`src/rtl/dx_pkg.sv`:
```
// Shared opcode/ALU constants, FSM state and decoded control payload for the D/X stage.
package dx_pkg;

    localparam logic [4:0] OP_RTYPE = 5'b00000;
    localparam logic [4:0] OP_J     = 5'b00001;
    localparam logic [4:0] OP_ADDI  = 5'b00101;
    localparam logic [4:0] OP_SW    = 5'b00111;
    localparam logic [4:0] OP_LW    = 5'b01000;

    localparam logic [4:0] ALU_MULT = 5'b00110;
    localparam logic [4:0] ALU_DIV  = 5'b00111;

    typedef enum logic {
        IDLE = 1'b0,
        BUSY = 1'b1
    } dx_state_e;

    typedef struct packed {
        logic       is_itype;
        logic       is_jump;
        logic       is_mult;
        logic       is_div;
        logic [4:0] alu_op;
        logic [4:0] shamt;
    } dx_ctrl_t;

endpackage

```
`src/rtl/dx_decode_comb.sv`:
```
// Purely combinational instruction decode: class flags, ALU op, shift amount,
// sign-extended I-type immediate and zero-extended jump target.
module dx_decode_comb
    import dx_pkg::*;
#(
    parameter int unsigned DATA_W = 32
) (
    input  logic [31:0]       instr_i,
    output dx_ctrl_t          ctrl_o,
    output logic [DATA_W-1:0] imm_o,
    output logic [DATA_W-1:0] jump_tgt_o
);

    logic [4:0] op;

    assign op = instr_i[31:27];

    always_comb begin
        ctrl_o       = '0;
        ctrl_o.shamt = instr_i[11:7];
        case (op)
            OP_ADDI, OP_SW, OP_LW: ctrl_o.is_itype = 1'b1;
            OP_J:                  ctrl_o.is_jump  = 1'b1;
            OP_RTYPE: begin
                ctrl_o.alu_op  = instr_i[6:2];
                ctrl_o.is_mult = (instr_i[6:2] == ALU_MULT);
                ctrl_o.is_div  = (instr_i[6:2] == ALU_DIV);
            end
            default: ;
        endcase
    end

    assign imm_o      = {{(DATA_W - 17){instr_i[16]}}, instr_i[16:0]};
    assign jump_tgt_o = {{(DATA_W - 27){1'b0}}, instr_i[26:0]};

endmodule

```
`src/rtl/dx_pipe_stage.sv`:
```
// Decode/execute pipeline stage: operand forwarding muxes, registered D/X slot with
// valid/ready handshake, and the issue interlock for the multicycle mult/div unit.
module dx_pipe_stage
    import dx_pkg::*;
#(
    parameter int unsigned DATA_W     = 32,
    parameter int unsigned N_FWD      = 3,
    parameter int unsigned MD_TIMEOUT = 40
) (
    input  logic                         clock,
    input  logic                         reset_n,
    input  logic                         in_valid,
    output logic                         in_ready,
    input  logic [31:0]                  in_instr,
    input  logic [DATA_W-1:0]            reg_a,
    input  logic [DATA_W-1:0]            reg_b,
    input  logic [$clog2(N_FWD+1)-1:0]   fwd_sel_a,
    input  logic [$clog2(N_FWD+1)-1:0]   fwd_sel_b,
    input  logic [N_FWD*DATA_W-1:0]      fwd_data,
    input  logic                         flush,
    output logic                         out_valid,
    input  logic                         out_ready,
    output logic [DATA_W-1:0]            out_a,
    output logic [DATA_W-1:0]            out_b,
    output logic [4:0]                   out_alu_op,
    output logic [4:0]                   out_shamt,
    output logic                         out_is_jump,
    output logic                         out_is_mult,
    output logic                         out_is_div,
    output logic [DATA_W-1:0]            out_jump_tgt,
    output logic                         md_start,
    input  logic                         md_done,
    output logic                         md_abort,
    output logic                         md_timeout
);

    localparam int unsigned SEL_W = $clog2(N_FWD + 1);
    localparam int unsigned CNT_W = $clog2(MD_TIMEOUT);

    dx_ctrl_t          dec_ctrl;
    logic [DATA_W-1:0] dec_imm;
    logic [DATA_W-1:0] dec_tgt;
    logic [DATA_W-1:0] op_a;
    logic [DATA_W-1:0] op_b;
    logic              capture;
    logic              transfer;

    dx_state_e         state_q, state_d;
    logic [CNT_W-1:0]  cnt_q, cnt_d;

    logic              out_valid_q;
    logic [DATA_W-1:0] out_a_q, out_b_q, out_tgt_q;
    logic [4:0]        out_alu_q, out_shamt_q;
    logic              out_jump_q, out_mult_q, out_div_q;

    dx_decode_comb #(
        .DATA_W(DATA_W)
    ) u_decode (
        .instr_i    (in_instr),
        .ctrl_o     (dec_ctrl),
        .imm_o      (dec_imm),
        .jump_tgt_o (dec_tgt)
    );

    // Select values above N_FWD fall through to the register file.
    always_comb begin
        op_a = reg_a;
        op_b = reg_b;
        for (int unsigned k = 1; k <= N_FWD; k++) begin
            if (fwd_sel_a == SEL_W'(k)) op_a = fwd_data[(k-1)*DATA_W +: DATA_W];
            if (fwd_sel_b == SEL_W'(k)) op_b = fwd_data[(k-1)*DATA_W +: DATA_W];
        end
    end

    assign in_ready = reset_n && !flush && (state_q == IDLE) && (!out_valid_q || out_ready);
    assign capture  = in_valid && in_ready;
    assign transfer = out_valid_q && out_ready;

    // Interlock FSM; a flushed mult/div slot never issues.
    always_comb begin
        state_d    = state_q;
        cnt_d      = cnt_q;
        md_start   = 1'b0;
        md_abort   = 1'b0;
        md_timeout = 1'b0;
        case (state_q)
            IDLE: begin
                if (transfer && !flush && (out_mult_q || out_div_q)) begin
                    state_d  = BUSY;
                    cnt_d    = '0;
                    md_start = 1'b1;
                end
            end
            BUSY: begin
                if (flush) begin
                    state_d  = IDLE;
                    md_abort = 1'b1;
                end else if (md_done) begin
                    state_d = IDLE;
                end else if (cnt_q == CNT_W'(MD_TIMEOUT - 1)) begin
                    state_d    = IDLE;
                    md_timeout = 1'b1;
                end else begin
                    cnt_d = cnt_q + 1'b1;
                end
            end
            default: state_d = IDLE;
        endcase
    end

    always_ff @(posedge clock or negedge reset_n) begin
        if (!reset_n) begin
            state_q     <= IDLE;
            cnt_q       <= '0;
            out_valid_q <= 1'b0;
            out_a_q     <= '0;
            out_b_q     <= '0;
            out_tgt_q   <= '0;
            out_alu_q   <= '0;
            out_shamt_q <= '0;
            out_jump_q  <= 1'b0;
            out_mult_q  <= 1'b0;
            out_div_q   <= 1'b0;
        end else begin
            state_q <= state_d;
            cnt_q   <= cnt_d;
            if (flush)         out_valid_q <= 1'b0;
            else if (capture)  out_valid_q <= 1'b1;
            else if (transfer) out_valid_q <= 1'b0;
            if (capture) begin
                out_a_q     <= op_a;
                out_b_q     <= dec_ctrl.is_itype ? dec_imm : op_b;
                out_tgt_q   <= dec_tgt;
                out_alu_q   <= dec_ctrl.alu_op;
                out_shamt_q <= dec_ctrl.shamt;
                out_jump_q  <= dec_ctrl.is_jump;
                out_mult_q  <= dec_ctrl.is_mult;
                out_div_q   <= dec_ctrl.is_div;
            end
        end
    end

    assign out_valid    = out_valid_q;
    assign out_a        = out_a_q;
    assign out_b        = out_b_q;
    assign out_jump_tgt = out_tgt_q;
    assign out_alu_op   = out_alu_q;
    assign out_shamt    = out_shamt_q;
    assign out_is_jump  = out_jump_q;
    assign out_is_mult  = out_mult_q;
    assign out_is_div   = out_div_q;

endmodule

```
`config.mk`:
```
export PLATFORM = sky130hd
export DESIGN_NAME = dx_pipe_stage
export DESIGN_NICKNAME = d
export VERILOG_FILES = /design/src/rtl/dx_pkg.sv /design/src/rtl/dx_decode_comb.sv /design/src/rtl/dx_pipe_stage.sv
export SDC_FILE = /design/constraint.sdc
export NUM_CORES = 1
export LEC_CHECK = 0
export BUFFER_PORTS_ARGS = -buffer_cell sky130_fd_sc_hd__buf_2
export CAP_MARGIN = 30
export CORE_MARGIN = 2
export CORE_UTILIZATION = 40
export DETAILED_ROUTE_END_ITERATION = 12
export PLACE_DENSITY = 0.77
export RECOVER_POWER = 25
export SLEW_MARGIN = 5
export SYNTH_ARGS = -nofsm -noshare
export SYNTH_HDL_FRONTEND = slang
export SYNTH_SLANG_ARGS = --single-unit
```
`constraint.sdc`:
```
create_clock -name clock -period 2 [get_ports clock]
set_input_delay 0.3 -clock clock [delete_from_list [all_inputs] [get_ports clock]]
set_output_delay 0.3 -clock clock [all_outputs]
set_load 0.05 [all_outputs]
```
* Yosys cells after proc, flatten, opt, wreduce, memory -nomap -nowiden
Index checks and enable logic that the tools add are counted. W data, S select, Z words.
Storage, ports and cells: register bits 112, bits in latches 0, bits in writable memories 0, ROM bits 0, bits of input ports 202, output and inout bits 114, word-level logic and storage cells 75, memories kept 0
Operators by class: add/sub/neg operators 1, multipliers 0, div/mod/pow operators 0, $lt $le $gt $ge 0, equality and inequality tests 17, shifts and indexed selects 0, multiplexer cells 30, bitwise logic cells 1, reduce and logical (&&, ||, !) cells 15
Operators by type and width (count):
- $mux W32 | 7
- $mux W6 | 4
- $eq A5 B3 Y1 const B | 4
- $mux W1 | 16
- $pmux W6 S2 | 1
- $eq A2 B2 Y1 const B | 4
- $logic_and A1 B1 Y1 | 7
- $mux W7 | 1
- $add A6 B1 Y6 const B | 1
- $eq A6 B6 Y1 const B | 1
- $ne A2 B2 Y1 const B | 3
- $eq A5 B1 Y1 const B | 1
- $eq A5 B4 Y1 const B | 1
- $logic_not A5 Y1 | 1
- $eq A2 B1 Y1 const B | 2
- $reduce_and A4 Y1 | 1
- $reduce_bool A3 Y1 | 1
- $reduce_or A3 Y1 | 1
- $logic_not A1 Y1 | 2
- $logic_or A1 B1 Y1 | 2
- $ne A2 B1 Y1 const B | 1
- $pmux W1 S2 | 1
- $not A1 Y1 | 1

* Depth between registers and ports, before layout
Gate-level depths: netlist of the first run.
depth in word-level cells 7, mapped depth 7, gate-level depth less buffers 5

* Hierarchy
Synthesis of the first run repeated with hierarchy kept, for this count alone.
Unflattened totals: cells, all modules 476, area total of the unflattened synthesis 7001.7 µm²
By module, submodules not included:
- dx_pipe_stage | times used 1, cells each 390, area each 6362.4 µm², sequential area each 2927.8 µm²
- dx_decode_comb | times used 1, cells each 86, area each 639.4 µm², sequential area each 0.0 µm²

* Least setup slack after synthesis of the first run
OpenSTA, ideal clock, no wires.
kind register -> register, from reg out_valid_q, in the netlist out_valid, to reg cnt_q[0], setup time 0.125 ns, arrival time 1.680 ns, required time 1.875 ns, setup slack 0.196 ns, cell stages (with the launch flop) 5, path buffers 0, clock period less this slack 1.804 ns, cell sequence dfrtp_1 > o2111ai_1 > inv_1 > nor2_1 > mux2_2
Between the ends: word-level cells in the longest chain between the ends 5
Ends and longest elaborated chain:
- start: declaration | RTL line dx_pipe_stage.sv:51 | logic out_valid_q;
- start signal: assignment | RTL line dx_pipe_stage.sv:115 | out_valid_q <= 1'b0;
- start signal: assignment | RTL line dx_pipe_stage.sv:127 | if (flush) out_valid_q <= 1'b0;
- start signal: assignment | RTL line dx_pipe_stage.sv:128 | else if (capture) out_valid_q <= 1'b1;
- $logic_and A1 B1 Y1 | RTL line dx_pipe_stage.sv:77 | assign transfer = out_valid_q && out_ready;
- $logic_and A1 B1 Y1 (2 in series) | RTL line dx_pipe_stage.sv:88 | if (transfer && !flush && (out_mult_q || out_div_q)) begin
- $ne A2 B1 Y1 (no source line)
- $reduce_and A4 Y1 (no source line)
- end signal: assignment | RTL line dx_pipe_stage.sv:126 | cnt_q <= cnt_d;
- end: declaration | RTL line dx_pipe_stage.sv:49 | logic [CNT_W-1:0] cnt_q, cnt_d;
No other way between the ends. A chain may end at the register's enable or synchronous reset.

* Worst setup path in the final report of the first run
from reg state_q, to out md_timeout
Between the ends: word-level cells in the longest chain between the ends 1
Ends and longest elaborated chain:
- start: declaration | RTL line dx_pipe_stage.sv:48 | dx_state_e state_q, state_d;
- start signal: assignment | RTL line dx_pipe_stage.sv:125 | state_q <= state_d;
- $mux W1 | RTL line dx_pipe_stage.sv:86 | case (state_q)
- end: declaration | RTL line dx_pipe_stage.sv:34 | output logic md_timeout
No other way between the ends.

==> results of run 1 <==
cell usage after synthesis, types with 2 or more instances:
cell type	instances
clkbuf_1	20
buf_6	2
xor2_1	2
buf_2	16
o21ai_0	2
o31ai_1	2
nor3b_1	2
nand2_1	196
nand4_1	4
and2b_1	2
nor2b_1	14
and3_1	2
a21oi_1	11
o22a_1	16
mux4_2	64
a21oi_2	6
mux2i_1	18
dfrtp_1	107
inv_1	3
nand3_1	6
nor2_1	23
buf_4	10
layout by cell type, fill, tap and decap left out, drive strengths merged:
cell type / count
o22a: 16
or4b: 1
dfrtp: 107
a21o: 1
nand3b: 1
nor2: 23
mux4: 64
nand4: 4
inv: 5
dlygate4sd3: 1
or3b: 1
and3: 2
nand3: 6
and4: 1
nand2b: 1
conb: 5
buf: 325
mux2i: 18
o2111ai: 1
nand2: 196
or4: 1
clkinv: 2
clkinvlp: 2
xor2: 2
nor3b: 2
o31ai: 2
o21ai: 2
a21oi: 18
clkbuf: 13
nor2b: 14
ha: 1
and2: 1
mux2: 1
a41oi: 1
and2b: 2
stage by stage:
stage	area (um2)	util [%]	setup WS, ps	power [mW]	hold slack [ps]
2_1_floorplan	6030	-	196	4.76	4.41
3_3_place_gp	7770	53.2	143	5.59	118
3_5_place_dp	7770	53.2	119	5.65	119
4_1_cts	8070	55.3	28.0	7.40	118
5_1_grt	8070	55.3	53.4	7.67	132
6_report	8070	55.3	120	7.32	133
repair_timing:
item | CTS | global route
hold endpoints to repair | 1 | 0
resized for setup | 1 | 2
hold buffers | 1 | 0
pin swaps | 0 | 0
endpoints found under the setup margin | 1 | 1
cloned | 0 | 0
worst reg2reg max path: cells and delay by family (launching register included):
| family | cells | cell delay [ps] |
|---|---|---|
| simple gates | 2 | 600 |
| compound gates | 1 | 390 |
| flops | 1 | 400 |
| mux | 1 | 290 |
cell type report:
cell class | count | area, um2 | share of cell area (%)
Tap cell | 184 | 230 | 2.85
Clock buffer | 10 | 239 | 2.96
Inverter | 3 | 11.3 | 0.140
Clock inverter | 6 | 48.8 | 0.605
Multi-Input combinational cell | 388 | 3080 | 38.2
Sequential cell | 107 | 2680 | 33.2
Timing Repair Buffer | 329 | 1780 | 22.1
metal layers:
layer | global-route usage, % | up-vias | part of all wire (%)
li1 | - | 2484 | -
met5 | 0 | - | 0
met4 | 11.6 | 0 | 4.4
met3 | 5.40 | 61 | 8.4
met2 | 37.9 | 319 | 48
met1 | 30.7 | 2654 | 39
cell families (layout without fill, tap and decap cells):
group	count (synthesis)	count (layout)
AOI/OAI and AO/OA	41	41
xor gates and xnor gates	2	2
adders and majority gates	1	1
buffers and inverters	53	348
DFF	107	107
muxes	83	83
other	1	5
and+or+nand+nor	256	256
final timing paths:
| kind | endpoint | slack (ps) | cells past startpoint |
|---|---|---|---|
| min in group asynchronous | out_a[27]$_DFFE_PN0P_ | 300 | 2 |
| max | md_timeout | 120 | 3 |
| min | out_jump_tgt[25]$_DFFE_PN0P_ | 130 | 3 |
| min reg2reg | out_jump_tgt[6]$_DFFE_PN0P_ | 470 | 2 |
| max reg2reg | cnt_q[0]$_DFFE_PN0P_ | 220 | 4 |
| max in group asynchronous | out_b[11]$_DFFE_PN0P_ | 470 | 3 |
report_power, final:
| group | internal [mW] | total [mW] | switching [mW] | leakage (nW) |
|---|---|---|---|---|
| combinational | 0.838 | 2.90 | 2.06 | 2.66 |
| clock | 0.893 | 1.73 | 0.841 | 0.137 |
| sequential | 2.51 | 2.69 | 0.182 | 1.31 |
flip-flops by register name (all words and copies together) (netlist names):
| name | count |
|---|---|
| cnt_q | 6 |
| out_a | 32 |
| out_alu_op | 5 |
| out_b | 32 |
| out_is_div | 1 |
| out_is_jump | 1 |
| out_is_mult | 1 |
| out_jump_tgt | 23 |
| out_shamt | 4 |
| out_valid | 1 |
| state_q | 1 |
==> metrics.md, run 1 <==
| Metric | Value |
|---|---|
| Status | `completed` |
| WP data required | `1700 ps` |
| Layout Cells excl Fill | `1,027` |
| Die height | `127 um` |
| Setup Buffers After CTS | `0` |
| First-pass GRT wire length | `29,400 um` |
| Port Buffer Count | `310` |
| Horiz. Die Dim | `127 um` |
| Crit path arrival time | `1580 ps` |
| Antenna viol nets, final | `0` |
| CP max stage cell | `or3b_2` |
| Htree depth | `3` |
| Initial DRC count | `335` |
| Clk buf depth | `2` |
| Layout cell share with drive strength beyond 1 | `50.1%` |
| Starting density of the core | `41.2%` |
| Compound-Gate Fraction of Synth Area | `5.35%` |
| Global placer's final weighted congestion | `0.860` |
| DR DRC count | `0` |
| Sequential area share after synthesis | `44.5%` |
| Worst-margin pin slew | `1080 ps` |
| Ys flop type | `dfrtp_1` |
| Endpoints failing hold | `0` |
| Clk root buf | `clkbuf_16` |
| Dpl cells | `1,010` |
| Max Cap Viol | `0` |
| WL/cell | `18.5 um` |
| 1st-pass router iterations | `5` |
| CTS Buf Count | `9` |
| Grt ovf | `0` |
| Global Route Usage Sum | `23.7%` |
| RSZ-0062 raised after global routing | `no` |
| Post-DP HPWL | `15,000 um` |
| Worst slew margin | `27.9%` |
| Setup TNS | `0 ps` |
| Tmin final | `1880 ps` |
| Fillers | `1,289` |
| Crit path cell chain | `or3b_2, nor2_1, buf_2` |
| Post-synth EDFFs | `0` |
| Synth top area share | `44.5%` |
| Worst-skew pair later-pin latency | `350 ps` |
| P per Cell Area | `908 nW/um2` |
| Finish-stage setup viols | `0` |
| Synth Area in XOR/XNOR | `0.291%` |
| Total Routed Length | `19,000 um` |
| Worst-path fanout max | `4` |
| # IOs | `316` |
| Synth cell types | `38` |
| Row cnt | `44` |
| Worst hold path type | `input pin to flop` |
| Fmax | `532 MHz` |
| Syn avg cell area | `11.1 um2` |
| Largest net degree at the start of global routing | `65` |
| #FFs+latches synth | `107` |
| Antenna violations before repair | `0` |
| Adder-cell share of the synthesized area | `0.208%` |
| Vias in the first global route | `5,535` |
| Setup Skew | `9.25 ps` |
| Ys Warns | `0` |
| Vias | `5,518` |
| Layout net count | `1,041` |
| Worst path max stage delay | `480 ps` |
| DIE AREA | `16,000 um2` |
| CTS sink cnt | `107` |
| Crit path buf inv count | `1` |
| CP Launch Point | `state_q$_DFF_PN0_` |
| Synth top area cells | `dfrtp_1 45%, mux4_2 24%, nand2_1 12%, mux2i_1 3.0%, o22a_1 2.3%` |
| Cells after synthesis | `544` |
| Crit path max-delay family | `simple AND/OR/NAND/NOR gates` |
| Final Max Slew Viols | `0` |
| Post-synth ARST share | `100%` |
| Synth area leader | `dfrtp_1` |
| Startpoint type of the worst setup path | `flop` |
| CORE AREA | `14,600 um2` |
| WS Path Type | `flop to output pin` |
| Simple-Gate Fraction of Synth Area | `17.7%` |
| Multiplexer area fraction after synthesis | `27.1%` |
| Hold Crit Start | `in_instr[25]` |
| Clock transition at path regs | `80 ps` |
| Worst VDD drop | `0.000397 V` |
| Reg2reg start | `state_q$_DFF_PN0_` |
| TritonCTS clock tree | `done` |
| P_leak | `4.11 nW` |
| Antenna diodes | `0` |
| Cell area after synthesis | `6010 um2` |
| Mean number of vias per cell | `5.37` |
| Element type at the critical path end | `output pin` |
| Area Growth Syn to Fin | `34.2%` |
| Crit share post-route | `94.0%` |
| Largest family of logic cells by synthesized area | `multiplexers` |
Note: power is estimated with default switching activity, not from simulation.
==> run 2, diff against run 1 <==
--- a/config.mk
+++ b/config.mk
@@ -6,7 +6,7 @@
 export NUM_CORES = 1
 export LEC_CHECK = 0
 export BUFFER_PORTS_ARGS = -buffer_cell sky130_fd_sc_hd__buf_2
-export CAP_MARGIN = 30
+export CAP_MARGIN = 20
 export CORE_MARGIN = 2
 export CORE_UTILIZATION = 40
 export DETAILED_ROUTE_END_ITERATION = 12
==> constraint.sdc (replaced) <==
create_clock -name clock -period 2 [get_ports clock]
set_input_delay 0.1 -clock clock [delete_from_list [all_inputs] [get_ports clock]]
set_output_delay 0.1 -clock clock [all_outputs]
set_load 0.05 [all_outputs]
==> metrics.md, run 2 (same netlist as run 1, synthesis figures left out) <==
| Metric | Value |
|---|---|
| Status | `completed` |
| Starting density of the core | `41.2%` |
| Resize count post-CTS | `0` |
| Reg2reg start | `state_q$_DFF_PN0_` |
| Layout net count | `1,063` |
| Hold Crit Start | `in_instr[3]` |
| Comb pwr share | `39.0%` |
| Worst-path fanout max | `5` |
| Placement Setup Slack | `301 ps` |
| Most frequent cells in the layout | `306 x buf_2, 196 x nand2_1, 107 x dfrtp_1` |
| Antenna viol nets, final | `0` |
| Clk root buf | `clkbuf_16` |
| Worst-skew pair later-pin latency | `350 ps` |
| Setup Skew | `12.2 ps` |
| Row cnt | `44` |
| Largest net degree at the start of global routing | `95` |
| WS Path Type | `input pin to output pin` |
| CTS sink cnt | `107` |
| P per Cell Area | `901 nW/um2` |
| Clk network pwr share | `25.0%` |
| P_sw | `3.12 mW` |
| Commonest non-fill, non-tap cell in the layout | `buf_2` |
| P_leak | `4.21 nW` |
| Final setup margin | `199 ps` |
| Clock transition at path regs | `70 ps` |
| Worst-margin pin slew | `1190 ps` |
| Crit path max-delay family | `buffers and inverters` |
| RSZ-0062 raised after global routing | `no` |
| Global placer's final weighted congestion | `0.866` |
| Crit share post-route | `90.0%` |
| Vias | `5,537` |
| Area Growth Syn to Fin | `38.4%` |
| Element type at the critical path end | `output pin` |
| Final Max Slew Viols | `0` |
| Switching portion of total power | `41.6%` |
| WP data required | `1900 ps` |
| Horiz. Die Dim | `127 um` |
| DIE AREA | `16,000 um2` |
| Initial DRC count | `318` |
| Htree depth | `3` |
| Grt ovf | `0` |
| WL/cell | `18.3 um` |
| Finish-stage setup viols | `0` |
| First-pass GRT wire length | `29,900 um` |
| Mean number of vias per cell | `5.27` |
| 1st-pass router iterations | `5` |
| Startpoint type of the worst setup path | `input pin` |
| Crit path top cell by count | `buf_2` |
| Tmin final | `1800 ps` |
| Die height | `127 um` |
| TritonCTS clock tree | `done` |
| Worst VDD drop | `0.000440 V` |
| Setup TNS | `0 ps` |
| Setup Buffers After CTS | `0` |
| CP max stage cell | `dlygate4sd3_1` |
| Worst Hold Slack | `38.5 ps` |
| Crit path buf inv count | `4` |
| DR DRC count | `0` |
| Max Cap Viol | `0` |
| Vias in the first global route | `5,735` |
| Worst path max stage delay | `530 ps` |
| Port Buffer Count | `310` |
| CORE AREA | `14,600 um2` |
| Antenna violations before repair | `0` |
| Layout cell share with drive strength beyond 1 | `47.9%` |
| Global Route Usage Sum | `24.1%` |
| Pint | `4.38 mW` |
| # IOs | `316` |
| Post-DP HPWL | `14,700 um` |
| Endpoints failing hold | `0` |
| Worst hold path type | `input pin to flop` |
| Clk buf depth | `2` |
| Crit path cell chain | `dlygate4sd3_1, buf_2, nor2_1, o2111ai_1, inv_1, buf_2` |
| Tot Pwr | `7.50 mW` |
| Fmax | `555 MHz` |
| Seq pwr share | `36.0%` |
| CP Launch Point | `flush` |
| Fin util | `57.0%` |
| Crit path arrival time | `1700 ps` |
| Post-CTS Hold Fix Bufs | `26` |
| CTS Buf Count | `9` |
| Worst slew margin | `20.6%` |
| Total Routed Length | `19,200 um` |
-- run 2: cell count changes in the layout (fill, tap and decap cells not counted), sizes merged --
cell	delta
bufinv	+1
clkinvlp	-2
diode	+1
clkbuf	-1
inv	+2
dlygate4sd3	+25
buf	-3
-- run 2: cell type report --
type                       instances  area (um2)
tap                              184         230
antenna                            1        2.50
fill                            1254        6270
clock inverter                     7        92.6
clock buffer                       9         225
sequential                       107        2680
timing repair buffer             351        2010
multi-input combinational        388        3070
inverter                           3        11.3
-- run 2: layer usage --
| layer | GRT usage (%) | vias to the layer above | share of wire, % |
|---|---|---|---|
| met4 | 8.79 | 0 | 2.6 |
| li1 | - | 2530 | - |
| met3 | 5.27 | 38 | 7.2 |
| met1 | 30.5 | 2679 | 39 |
| met5 | 0 | - | 0 |
| met2 | 40.7 | 290 | 51 |
-- run 2: final timing paths --
path,endpoint,slack (ps),depth (start not counted)
max,md_start,200,6
min,out_jump_tgt[3]$_DFFE_PN0P_,40,3
max reg2reg,out_a[1]$_DFFE_PN0P_,310,6
min reg2reg,out_a[0]$_DFFE_PN0P_,470,2
max in group asynchronous,out_a[0]$_DFFE_PN0P_,340,3
min in group asynchronous,cnt_q[0]$_DFFE_PN0P_,220,2
-- run 2: metrics by stage --
step / instance area [um2] / cells
2_1_floorplan: 6030 / 548
3_3_place_gp: 7760 / 1007
3_5_place_dp: 7760 / 1007
4_1_cts: 8340 / 1049
5_1_grt: 8320 / 1049
6_report: 8320 / 1050
-- run 2: worst min-delay path: stages --
cell and delay (ps):
buf_2 140, nand2_1 60, nand2_1 40
-- run 2: power groups by stage --
stage	Combinational, mW	Sequential, mW	Clock (mW)
finish	2.93	2.70	1.88
global route	3.08	2.75	2.02
CTS	2.95	2.70	1.93
detailed placement	2.90	2.74	0
global placement	2.87	2.72	0
floorplan	0.804	3.96	0
